## src/rtl/timer_counter_pkg.sv

```systemverilog
// timer_pkg: definitions shared by the timer_counter design and its bench.
//   - state_t      : FSM state encoding (IDLE=0, LOAD=1, CNT=2, INT=3)
//   - OFF_*        : word offsets decoded from addr[3:2]
//   - CTRL_*       : bit positions inside the CTRL register
//   - MODE_*       : MODE field values; is_reload() classifies a MODE value
package timer_pkg;

  typedef enum logic [1:0] {
    ST_IDLE = 2'd0,
    ST_LOAD = 2'd1,
    ST_CNT  = 2'd2,
    ST_INT  = 2'd3
  } state_t;

  localparam logic [1:0] OFF_CTRL   = 2'd0;
  localparam logic [1:0] OFF_PRESET = 2'd1;
  localparam logic [1:0] OFF_COUNT  = 2'd2;

  localparam int CTRL_EN      = 0;
  localparam int CTRL_MODE_LO = 1;
  localparam int CTRL_MODE_HI = 2;
  localparam int CTRL_IM      = 3;

  localparam logic [1:0] MODE_ONESHOT = 2'b00;
  localparam logic [1:0] MODE_RELOAD  = 2'b01;

  // Only 01 reloads; 00 and both 1x encodings behave as one-shot.
  function automatic logic is_reload(logic [1:0] mode);
    return mode == MODE_RELOAD;
  endfunction

endpackage

```

## src/rtl/timer_counter_if.sv

```systemverilog
// timer_counter_if: data-side bus slice between the system bridge and the timer.
//   addr  : byte address (only bits 3:2 matter to the timer)
//   we    : write strobe, already qualified by the bridge select
//   wdata : full-word write data
//   rdata : combinational read data returned by the timer
// Modports: master (bridge side) drives addr/we/wdata, slave (timer) drives rdata.
interface timer_counter_if;
  logic [31:0] addr;
  logic        we;
  logic [31:0] wdata;
  logic [31:0] rdata;

  modport master (output addr, output we, output wdata, input rdata);
  modport slave  (input addr, input we, input wdata, output rdata);
endinterface

```

## src/rtl/timer_counter.sv

```systemverilog
// timer_counter: memory-mapped down-counting timer driving one HWInt line.
// Registers (addr[3:2]): 0 CTRL {IM, MODE[1:0], EN}, 1 PRESET (R/W),
// 2 COUNT (read-only), 3 reserved (reads 0, writes dropped).
// Ports:
//   clk   : system clock
//   reset : synchronous, active-low
//   bus   : timer_counter_if.slave -- addr/we/wdata in, combinational rdata out
//   irq   : interrupt request, flag gated by CTRL.IM
module timer_counter
  import timer_pkg::*;
#(
  parameter int CNT_W = 32
) (
  input  logic            clk,
  input  logic            reset,
  timer_counter_if.slave  bus,
  output logic            irq
);

  localparam logic [CNT_W-1:0] ONE = {{(CNT_W-1){1'b0}}, 1'b1};

  state_t           state;
  state_t           state_nxt;
  logic [3:0]       ctrl;
  logic [CNT_W-1:0] preset;
  logic [CNT_W-1:0] count;
  logic [CNT_W-1:0] count_nxt;
  logic             flag;

  logic             flag_set;
  logic             flag_clr;
  logic             en_clr;
  logic [1:0]       off;
  logic             wr_ctrl;
  logic             wr_preset;
  logic             en;
  logic [1:0]       mode;
  logic             unused_bits;

  assign off       = bus.addr[3:2];
  assign wr_ctrl   = bus.we && (off == OFF_CTRL);
  assign wr_preset = bus.we && (off == OFF_PRESET);
  assign en        = ctrl[CTRL_EN];
  assign mode      = ctrl[CTRL_MODE_HI:CTRL_MODE_LO];

  // Word-aligned full-word access: the byte-lane and upper address bits carry no meaning here.
  assign unused_bits = ^{bus.addr[31:4], bus.addr[1:0]};

  // Next-state and counter datapath
  always_comb begin
    state_nxt = state;
    count_nxt = count;
    flag_set  = 1'b0;
    flag_clr  = 1'b0;
    en_clr    = 1'b0;
    case (state)
      ST_IDLE: begin
        if (en) state_nxt = ST_LOAD;
      end
      ST_LOAD: begin
        count_nxt = preset;
        state_nxt = ST_CNT;
      end
      ST_CNT: begin
        // Disable freezes COUNT where it is so software can inspect it.
        if (!en) begin
          state_nxt = ST_IDLE;
        end else if (count == '0) begin
          state_nxt = ST_INT;
          flag_set  = 1'b1;
        end else begin
          count_nxt = count - ONE;
        end
      end
      ST_INT: begin
        if (is_reload(mode)) begin
          flag_clr  = 1'b1;
          state_nxt = ST_LOAD;
        end else begin
          en_clr    = 1'b1;
          state_nxt = ST_IDLE;
        end
      end
      default: state_nxt = ST_IDLE;
    endcase
  end

  // Register file and FSM state
  always_ff @(posedge clk) begin
    if (!reset) begin
      state  <= ST_IDLE;
      ctrl   <= '0;
      preset <= '0;
      count  <= '0;
      flag   <= 1'b0;
    end else begin
      state <= state_nxt;
      count <= count_nxt;
      // A CTRL write on the same edge as the one-shot EN clear keeps the written value.
      if (wr_ctrl) begin
        ctrl <= bus.wdata[3:0];
      end else if (en_clr) begin
        ctrl[CTRL_EN] <= 1'b0;
      end
      if (wr_preset) preset <= bus.wdata[CNT_W-1:0];
      // A fresh terminal count is never lost to an acknowledge landing on the same edge.
      if (flag_set) begin
        flag <= 1'b1;
      end else if (wr_ctrl || flag_clr) begin
        flag <= 1'b0;
      end
    end
  end

  // Read mux
  always_comb begin
    bus.rdata = '0;
    case (off)
      OFF_CTRL:   bus.rdata[3:0]       = ctrl;
      OFF_PRESET: bus.rdata[CNT_W-1:0] = preset;
      OFF_COUNT:  bus.rdata[CNT_W-1:0] = count;
      default:    bus.rdata = '0;
    endcase
  end

  assign irq = flag & ctrl[CTRL_IM];

endmodule

```

## src/flat_wrapper.sv

```systemverilog
// flat-port wrapper written by rule: the top's interface ports become plain ports
module timer_counter_flat import timer_pkg::*;
#(
  parameter int CNT_W = 32
)
  (clk, reset, irq, bus_addr, bus_we, bus_wdata, bus_rdata);
  timer_counter_if bus_i ();
  input  logic clk;
  input  logic reset;
  output logic irq;
  input wire logic [$bits(bus_i.addr)-1:0] bus_addr;
  input wire logic [$bits(bus_i.we)-1:0] bus_we;
  input wire logic [$bits(bus_i.wdata)-1:0] bus_wdata;
  output wire logic [$bits(bus_i.rdata)-1:0] bus_rdata;
  assign bus_i.addr = bus_addr;
  assign bus_i.we = bus_we;
  assign bus_i.wdata = bus_wdata;
  assign bus_rdata = bus_i.rdata;
  timer_counter #(.CNT_W(CNT_W)) u_core (.clk(clk), .reset(reset), .bus(bus_i), .irq(irq));
endmodule
```

## config.mk

```make
export PLATFORM = sky130hd
export DESIGN_NAME = timer_counter_flat
export DESIGN_NICKNAME = d
export VERILOG_FILES = /design/src/rtl/timer_counter_pkg.sv /design/src/rtl/timer_counter_if.sv /design/src/rtl/timer_counter.sv /design/src/flat_wrapper.sv
export SDC_FILE = /design/constraint.sdc
export NUM_CORES = 1
export LEC_CHECK = 0
export CAP_MARGIN = 10
export CORE_ASPECT_RATIO = 0.5
export CORE_MARGIN = 2
export CORE_UTILIZATION = 40
export DETAILED_ROUTE_END_ITERATION = 10
export HOLD_SLACK_MARGIN = 0.08
export PLACE_DENSITY = 0.64
export RECOVER_POWER = 100
export REMOVE_ABC_BUFFERS = 1
export SKIP_CTS_REPAIR_TIMING = 1
export SYNTH_ARGS = -nofsm -noshare
export SYNTH_HDL_FRONTEND = slang
export SYNTH_SLANG_ARGS = --single-unit
```

## constraint.sdc

```tcl
create_clock -name clk -period 3.4 [get_ports clk]
set_input_delay 0.34 -clock clk [delete_from_list [all_inputs] [get_ports clk]]
set_output_delay 0.34 -clock clk [all_outputs]
set_load 0.02 [all_outputs]
```

==> flow_summary.yaml <==
outcome:
  status: "finished clean"
pwr:
  power_density_nw_per_um2: 514.4
  switching_share: 0.3449
  p_sw_uw: 957.0
  p_int_uw: 1817
  p_comb_frac: 0.298
  seq_power_share: 0.329
  clock_power_share: 0.372
  ir_drop_mv: 0.2427
  total_power_uw: 2774
  power_leakage_uw: 0.001956
critical_path:
  cp-startpoint: "u_core.count[0]"
  worstPathMaxFanout: 15
  worstReg2RegStart: "u_core.count[0]"
  critPathCapture: "u_core.count[5]"
  worstSetupPathType: "reg2reg"
  r2r_cells: 7
  r2r-end: "u_core.count[5]"
  worst_ep_required_time_ps: 3570
  arrival_ps: 3250
  r2r_slack_ps: 320
  cp-end-kind: "register"
  cp-start-kind: "register"
clocking:
  h-tree-depth: 3
  clk_pin_slew_ps: 60
  cts_buffers: 9
  clockBufferDepth: 2
  insertion_delay_ps: 340
  clockRootBuffer: "clkbuf_16"
  clock-sinks: 71
  cts_tree: "built"
routing:
  wl_per_cell_um: 17.25
  drc: 0
  firstDrtPassIters: 6
  final_antenna_net_count: 0
  drt_iter0_markers: 360
  wl_mm: 13.18
  num_vias: 4607
  vias_per_cell: 6.030
timing:
  hold_slack_ps: 467.8
  tightest_slew_ps: 1121
  setup_violations: 0
  post-route-period-util: 0.9064
  max_freq_mhz: 324.5
  drv_slew: 0
  skew_ps: 7.287
  hold_viol: 0
  rsz0062_at_grt: "no"
  fin_crit_ps: 3082
  relSlewSlack: 0.2525
layout:
  layout.nets: 695
  area_delta_synth_final_pct: 25.80
  fillers: 1045
  multiInputGateArea_sq_um: 2592
  drive_gt1_frac: 0.07051
  postLayoutCoreUtil: 0.5231
  seqCellArea_sq_um: 1421
  num_antenna_cells: 0
logic_synthesis:
  synthSimpleGateAreaFrac: 0.2682
  synth-edff-count: 0
  netlist_area_sq_um: 4288
  netlist_instances: 570
  synth_compound_area_frac: 0.2982
  synth_ff_type: "dfxtp_1"
  yosysSeqAreaShare: 0.3315
  synth_adder_area_share: 0.02626
  synth_top_family_by_area: "compound AO/OA/AOI/OAI gates"
  yosysUniqueCellTypes: 59
  synth_warnings: 0
  ys_ff_latch: 71
  synth.avg_cell_area_sq_um: 7.523
  synthMuxAreaShare: 0.009921
  async_reset_ff_frac: 0
  synth_xor_xnor_area_share: 0.002043
floorplanning:
  die_h_um: 77.21
  die_area_sq_um: 11610
  die_w_um: 150.4
  start_util: 0.4158
  rows: 26
  core_sq_um: 10310
  io_pins: 100
grt:
  grt.overflow.total: 0
  grt_antenna_before_repair: 0
  track_usage: 0.2318
  grt_pass1_vias: 4109
  grt_max_degree: 38
  grt_pass1_wl_mm: 21.61
job:
  maxCapViolCount: 0
placed_design:
  dpl.hpwl_mm: 9.015
  place.gp.congestion: 0.9020
  port-buffer-count: 69
min_path:
  hold_class: "reg2reg"
-- worst max-delay path, cell delays in order (launching register included) --
cell and delay (ps):
dfxtp_1 350, inv_1 90, ha_1 230, or4b_1 510, or4_1 480, or4_1 510, nand2_1 560, o32ai_1 170
-- cells in the mapped netlist (all sizes together) (4+ instances only) --
cell type  number  share of area
nor2b          32          0.047
clkbuf         39          0.034
nand3          17          0.020
a31o            8          0.016
a222oi          4         0.0093
o31ai          13          0.023
o311ai          6          0.012
ha              9          0.026
nor4           15          0.022
inv            12          0.011
a22oi          29          0.051
a21oi          55          0.064
nor2           22          0.019
nor3           20          0.023
dfxtp          71           0.33
nand2          99          0.087
a31oi          11          0.016
buf            13          0.019
or4             8          0.017
a211oi          6          0.011
o31a            5          0.010
o21ai          15          0.018
o32ai           8          0.016
nand4           7          0.010
-- cell usage in the layout (no fill, tap or decap), types with 5 or more instances in the layout --
cell and count:
nand3_1 17, nor3_1 20, o31ai_1 13, dlygate4sd3_1 35, a31oi_1 11, ha_1 9, a21oi_1 55, dfxtp_1 71
inv_1 12, nor2_1 22, nand2_1 99, clkbuf_1 5, a22oi_1 29, a211oi_1 6, nand4_1 7, nor2b_1 32
o21ai_0 14, clkbuf_16 9, clkdlybuf4s50_1 34, or4_1 6, o32ai_1 8, nor4_1 14, o31a_1 5, o311ai_0 6
buf_4 17
-- how the worst min path moves through the flow --
stage | from | end | slack [ps] | cells after the start
after floorplan | u_core.flag | u_core.flag | 440 | 2
after global placement | u_core.flag | u_core.flag | 460 | 2
final | u_core.preset[9] | u_core.preset[9] | 470 | 2
after detailed placement | u_core.preset[22] | u_core.preset[22] | 460 | 2
after global routing | u_core.preset[9] | u_core.preset[9] | 490 | 2
after CTS | u_core.preset[22] | u_core.preset[22] | 470 | 2
-- flip-flops by register name (all words and copies together), names as in the netlist --
| name | cells |
|---|---|
| u_core.flag | 1 |
| u_core.count | 32 |
| u_core.state | 2 |
| u_core.ctrl | 4 |
| u_core.preset | 32 |
-- through the flow --
| step | setup TNS (ps) | std cells | area (sq um) | setup WS [ps] |
|---|---|---|---|---|
| 2_1_floorplan | -8872 | 518 | 4059 | -561.2 |
| 3_3_place_gp | 0 | 748 | 5089 | 576.8 |
| 3_5_place_dp | 0 | 748 | 5089 | 581.7 |
| 4_1_cts | 0 | 764 | 5414 | 571.0 |
| 5_1_grt | 0 | 764 | 5394 | 171.0 |
| 6_report | 0 | 764 | 5394 | 318.1 |
-- cells by family after synthesis --
logic type	count (synthesis)
AND/OR/NAND/NOR	234
AO/OA/AOI/OAI	187
flip-flops	71
buffers and inverters	64
adder cells (fa/ha/maj)	9
multiplexers	4
XOR/XNOR	1
-- power by group through the flow --
stage / combinational [uW] / clock, uW / sequential, uW
2_1_floorplan: 500 / 0 / 917
3_3_place_gp: 818 / 0 / 929
3_5_place_dp: 823 / 0 / 931
4_1_cts: 826 / 1050 / 913
5_1_grt: 896 / 1090 / 921
6_report: 827 / 1030 / 914
-- area by class of cell --
cell class | count | share of cell area
multi-input cells | 435 | 0.4806
flip-flops and latches | 71 | 0.2635
repair buffers | 90 | 0.1547
clock buffers | 13 | 0.04825
well taps | 140 | 0.03248
clock inverters | 3 | 0.01206
inverters | 12 | 0.008351
-- routing by layer --
metal	routed length [um]	global-route usage	vias to the layer above
met5	0	0	-
met4	178	0.05660	0
met3	932	0.05238	18
met2	5306	0.3182	194
met1	6764	0.3583	2168
li1	-	-	2227
(Power assumes the default switching activity.)
